<file path="src/rtl/pc_fetch_ctrl_rv32i_if.sv">
// Fetch-controller bus: next-PC inputs, redirect/halt controls and the
// fetch handshake, plus the debug outputs. The master modport is the PC
// controller and the slave modport is the surrounding core/imem side.
interface pc_fetch_ctrl_rv32i_if;
    localparam int unsigned XLEN = 32;
    localparam int unsigned SW   = 2;

    logic [XLEN-1:0] PC_4_inc;
    logic            stall;
    logic            redirect_valid;
    logic [XLEN-1:0] redirect_target;
    logic            halt_req;
    logic            fetch_ready;
    logic [XLEN-1:0] PCold;
    logic            fetch_valid;
    logic            misalign;
    logic [SW-1:0]   fsm_state;
    logic [XLEN-1:0] fetch_count;

    modport master (
        input  PC_4_inc,
        input  stall,
        input  redirect_valid,
        input  redirect_target,
        input  halt_req,
        input  fetch_ready,
        output PCold,
        output fetch_valid,
        output misalign,
        output fsm_state,
        output fetch_count
    );

    modport slave (
        output PC_4_inc,
        output stall,
        output redirect_valid,
        output redirect_target,
        output halt_req,
        output fetch_ready,
        input  PCold,
        input  fetch_valid,
        input  misalign,
        input  fsm_state,
        input  fetch_count
    );
endinterface

</file>
<file path="src/rtl/pc_fetch_ctrl_rv32i.sv">
// Program-counter register and next-PC control for the RV32I fetch stage.
// BOOT -> RUN -> HALT state machine with stall, redirect, halt and a
// valid/ready fetch handshake; counts accepted fetches for debug.
// Optional feature macro: PC_MISALIGN_TRAP_EN (misaligned redirect traps
// to TRAP_VECTOR and sets a sticky misalign flag). When undefined, the low
// two redirect-target bits are cleared on load and misalign stays 0.
module pc_fetch_ctrl_rv32i #(
    parameter logic [31:0] RESET_VECTOR = 32'h0000_0000,
    parameter logic [31:0] TRAP_VECTOR  = 32'h0000_0100
) (
    input  logic                   clock,
    input  logic                   nreset,
    pc_fetch_ctrl_rv32i_if.master  bus
);
    localparam int unsigned XLEN = 32;

    typedef enum logic [1:0] {
        ST_BOOT = 2'b00,
        ST_RUN  = 2'b01,
        ST_HALT = 2'b10
    } state_t;

    state_t          r_state;
    logic [XLEN-1:0] r_pc;
    logic [XLEN-1:0] r_fetch_count;
    logic            r_misalign;

    logic            w_fetch_valid;
    logic            w_accept;
    logic            w_tgt_misaligned;
    logic [XLEN-1:0] w_tgt_aligned;
    logic [XLEN-1:0] w_redirect_pc;

    // Fetch is offered in RUN unless stalled; accepted on valid && ready
    assign w_fetch_valid = (r_state == ST_RUN) && !bus.stall;
    assign w_accept      = w_fetch_valid && bus.fetch_ready;

`ifdef PC_MISALIGN_TRAP_EN
    // Misaligned targets are diverted to the trap vector
    assign w_tgt_misaligned = |bus.redirect_target[1:0];
    assign w_tgt_aligned    = bus.redirect_target;
`else
    // Targets are forced word-aligned; nothing ever traps
    assign w_tgt_misaligned = 1'b0;
    assign w_tgt_aligned    = bus.redirect_target & ~XLEN'(3);
`endif

    assign w_redirect_pc = w_tgt_misaligned ? TRAP_VECTOR : w_tgt_aligned;

    // State machine, PC register, sticky misalign flag and fetch counter
    always_ff @(posedge clock) begin
        if (!nreset) begin
            r_state       <= ST_BOOT;
            r_pc          <= RESET_VECTOR;
            r_fetch_count <= '0;
            r_misalign    <= 1'b0;
        end else begin
            case (r_state)
                ST_BOOT: begin
                    r_state <= ST_RUN;
                end
                ST_RUN: begin
                    if (w_accept) begin
                        r_fetch_count <= r_fetch_count + XLEN'(1);
                    end
                    if (bus.halt_req) begin
                        r_state <= ST_HALT;
                    end else if (bus.redirect_valid) begin
                        r_pc <= w_redirect_pc;
                        if (w_tgt_misaligned) begin
                            r_misalign <= 1'b1;
                        end
                    end else if (w_accept) begin
                        r_pc <= bus.PC_4_inc;
                    end
                end
                ST_HALT: begin
                    r_state <= ST_HALT;
                end
                default: begin
                    r_state <= ST_BOOT;
                end
            endcase
        end
    end

    assign bus.PCold       = r_pc;
    assign bus.fetch_valid = w_fetch_valid;
    assign bus.misalign    = r_misalign;
    assign bus.fsm_state   = r_state;
    assign bus.fetch_count = r_fetch_count;

endmodule

</file>
<file path="src/flat_wrapper.sv">
// flat-port wrapper written by rule: the top's interface ports become plain ports
module pc_fetch_ctrl_rv32i_flat 
#(
    parameter logic [31:0] RESET_VECTOR = 32'h0000_0000,
    parameter logic [31:0] TRAP_VECTOR  = 32'h0000_0100
)
  (clock, nreset, bus_PC_4_inc, bus_stall, bus_redirect_valid, bus_redirect_target, bus_halt_req, bus_fetch_ready, bus_PCold, bus_fetch_valid, bus_misalign, bus_fsm_state, bus_fetch_count);
  pc_fetch_ctrl_rv32i_if bus_i ();
  input  logic clock;
  input  logic nreset;
  input wire logic [$bits(bus_i.PC_4_inc)-1:0] bus_PC_4_inc;
  input wire logic [$bits(bus_i.stall)-1:0] bus_stall;
  input wire logic [$bits(bus_i.redirect_valid)-1:0] bus_redirect_valid;
  input wire logic [$bits(bus_i.redirect_target)-1:0] bus_redirect_target;
  input wire logic [$bits(bus_i.halt_req)-1:0] bus_halt_req;
  input wire logic [$bits(bus_i.fetch_ready)-1:0] bus_fetch_ready;
  output wire logic [$bits(bus_i.PCold)-1:0] bus_PCold;
  output wire logic [$bits(bus_i.fetch_valid)-1:0] bus_fetch_valid;
  output wire logic [$bits(bus_i.misalign)-1:0] bus_misalign;
  output wire logic [$bits(bus_i.fsm_state)-1:0] bus_fsm_state;
  output wire logic [$bits(bus_i.fetch_count)-1:0] bus_fetch_count;
  assign bus_i.PC_4_inc = bus_PC_4_inc;
  assign bus_i.stall = bus_stall;
  assign bus_i.redirect_valid = bus_redirect_valid;
  assign bus_i.redirect_target = bus_redirect_target;
  assign bus_i.halt_req = bus_halt_req;
  assign bus_i.fetch_ready = bus_fetch_ready;
  assign bus_PCold = bus_i.PCold;
  assign bus_fetch_valid = bus_i.fetch_valid;
  assign bus_misalign = bus_i.misalign;
  assign bus_fsm_state = bus_i.fsm_state;
  assign bus_fetch_count = bus_i.fetch_count;
  pc_fetch_ctrl_rv32i #(.RESET_VECTOR(RESET_VECTOR), .TRAP_VECTOR(TRAP_VECTOR)) u_core (.clock(clock), .nreset(nreset), .bus(bus_i));
endmodule
</file>
<file path="config.mk">
export PLATFORM = sky130hd
export DESIGN_NAME = pc_fetch_ctrl_rv32i_flat
export DESIGN_NICKNAME = d
export VERILOG_FILES = /design/src/rtl/pc_fetch_ctrl_rv32i_if.sv /design/src/rtl/pc_fetch_ctrl_rv32i.sv /design/src/flat_wrapper.sv
export SDC_FILE = /design/constraint.sdc
export NUM_CORES = 1
export LEC_CHECK = 0
export CELL_PAD_IN_SITES_DETAIL_PLACEMENT = 0
export CELL_PAD_IN_SITES_GLOBAL_PLACEMENT = 2
export CORE_MARGIN = 3
export CORE_UTILIZATION = 24
export CTS_BUF_LIST = sky130_fd_sc_hd__clkbuf_2 sky130_fd_sc_hd__clkbuf_4 sky130_fd_sc_hd__clkbuf_8
export DETAILED_ROUTE_END_ITERATION = 6
export MAX_ROUTING_LAYER = met4
export PLACE_DENSITY_LB_ADDON = 0.1
export SLEW_MARGIN = 0
export SYNTH_ARGS = -nofsm -noshare
export SYNTH_HDL_FRONTEND = slang
export SYNTH_SLANG_ARGS = --single-unit
</file>
<file path="constraint.sdc">
create_clock -name clock -period 2.5 [get_ports clock]
set_input_delay 0.5 -clock clock [delete_from_list [all_inputs] [get_ports clock]]
set_output_delay 0.5 -clock clock [all_outputs]
set_load 0.01 [all_outputs]
</file>
==> out/metrics.yaml <==
antenna_cells: 0
wl_per_cell_um: 14.2
synth_nets: 407
pre_cts_ws_ps: -55.9
setup_viol: 0
cp-start-kind: "input pin"
place.port_buffers: 134
place_area_um2: 4590
async_flop_share_pct: 0
drt_wl_total_um: 9110
htreeDepth: 3
netlist.area_leader.share_pct: 43.8
syn_area_per_cell_um2: 9.03
finalCriticalPeriod_ps: 2270
dp_cells: 626
die_w_um: 118
vias: 2909
max_freq_mhz: 441
setup-tns-final_ps: 0
antenna_found_initial: 0
fin_skew_ps: 6.06
dp_hpwl_um: 6710
synth_area_um2: 3020
ys_types: 34
boundaryPins: 138
clkSinkCount: 66
start_util_pct: 24.8
irDropWorstVdd_mv: 0.246
dieArea_um2: 14000
synth-seq-cells: 66
fin_ws_ps: 233
via_per_inst: 4.55
p_per_area_nw_per_um2: 569
synth_edf_count: 0
synthToLayoutAreaGrowth_pct: 57.6
synth_largest_area_cell: "dfxtp_1"
leakagePower_nw: 1.63
grt_max_degree: 65
die_h_um: 118
synthCells: 334
cts_tree: "done"
wl_met2_um: 4270
grt_pass1_vias: 2735
ant_nets: 0
route.detailed.drc: 0
cp_max_fo: 3
cts_setup_buffers: 0
yosysSeqAreaShare_pct: 43.8
reg2regPathDepth: 4
clk_pin_slew_worst_paths_ps: 60
outcome: "finished clean"
drive_above_1_share_pct: 6.78
grt.total_usage_pct: 13.7
drt-pass1-iter-count: 4
grt_first_pass_wirelength_um: 14800
met1_length_um: 3880
crit_type: "in -> out"
cts_buffers: 9
ys_top_cells_by_area: "dfxtp_1, mux2i_1, a211oi_1"
dr_wl_met3_um: 847
fin_cells: 640
drv_cap: 0
post-route-cell-area_um2: 4750
cts_hold_buf: 0
yosys_warnings: 0
synth_ff_type: "dfxtp_1"
r2r_slack_ps: 290
cp.required_ps: 2000
synth_most_common_cell: "dfxtp_1"
hp-class: "reg -> reg"
top_layer: "met4"
synth_common_cells: "dfxtp_1, nor2_1, mux2i_1"
grt.overflow.total: 0
finalHoldViolations: 0
clock_path_buffers: 2
drt_iter0_markers: 144
gp_congestion: 0.719
finalCritPeriodShare_pct: 90.7
rows: 40
rsz0062_at_grt: "no"
clk_latency_ps: 350
postCtsResizedCells: 0
fin_nets: 542
coreArea_um2: 12200
root_buffer: "clkbuf_8"
holdPathStages: 2
maxSlewViolCount: 0
critical_path_arrival_ps: 1770
cp-end-kind: "output pin"
cell usage in the layout, fill, tap and decap left out, types with 4 or more instances in the layout:
cell             instances
mux2i_1                 36
inv_1                    7
nor2_1                  40
o31ai_1                 13
a211oi_1                30
buf_4                   12
xnor2_1                  5
o21ai_0                  7
nand2b_1                 7
nand4_1                  5
a21oi_1                 22
or4_1                   15
nand3_1                 11
clkdlybuf4s50_1        133
or3_1                    8
clkbuf_8                10
dfxtp_1                 66
clkbuf_4                 4
nand2_1                 15
registers in the layout (all words and copies together), names as in the netlist:
| name | flops |
|---|---|
| u_core.bus.PCold | 32 |
| u_core.bus.fetch_count | 32 |
| u_core.bus.fsm_state | 2 |
through the flow:
stage          hold slack (ps)  utilization (%)  power [mW]
2_1_floorplan              486                -        1.54
3_3_place_gp               455             37.7        1.92
3_5_place_dp               462             37.7        1.93
4_1_cts                    477             39.1        2.77
5_1_grt                    497             39.1        2.89
6_report                   473             39.1        2.70
worst max-delay path, cell delays in order:
cell and delay, ps:
clkdlybuf4s50_1 430, buf_4 150, nor2b_1 130, clkdlybuf4s50_1 560
metal layers:
| metal | vias up | GRT usage, % |
|---|---|---|
| met5 | - | - |
| met4 | 0 | 4.91 |
| met3 | 8 | 6.20 |
| met2 | 89 | 20.7 |
| met1 | 1313 | 16.0 |
| li1 | 1499 | - |
cells by family (layout without fill, tap and decap cells):
group           after synthesis  count (layout)  share of synthesized area, %
compound gates               75              75                          16.2
xor+xnor                      7               7                          2.03
fa+ha+maj                     3               3                          1.24
buf+inv                      31             169                          4.27
flops                        66              66                          43.8
mux                          36              36                          11.9
other cells                   1               1                         0.124
simple gates                115             115                          20.4
worst paths after layout:
path	start	end
setup / recovery	bus_stall	bus_fetch_valid
setup reg to reg	u_core.bus.fetch_count[11]	u_core.bus.fetch_count[29]
hold / removal	u_core.bus.PCold[1]	u_core.bus.PCold[1]
hold reg to reg	u_core.bus.PCold[1]	u_core.bus.PCold[1]
final cells by class:
cell class              count  area, µm²
clock buffers              14        168
fillers                  1230       7410
inverters                   8       30.0
multi-input cells         237       1580
flip-flops and latches     66       1320
well taps                 168        210
repair buffers            147       1450
where the power goes:
group | leakage (nW) | internal, mW | total, mW | switching, mW
combinational | 1.01 | 0.386 | 0.692 | 0.306
sequential | 0.535 | 1.15 | 1.20 | 0.0527
clock | 0.0903 | 0.422 | 0.814 | 0.392
total | 1.63 | 1.95 | 2.70 | 0.751
Power figures use the tool's default switching activity.
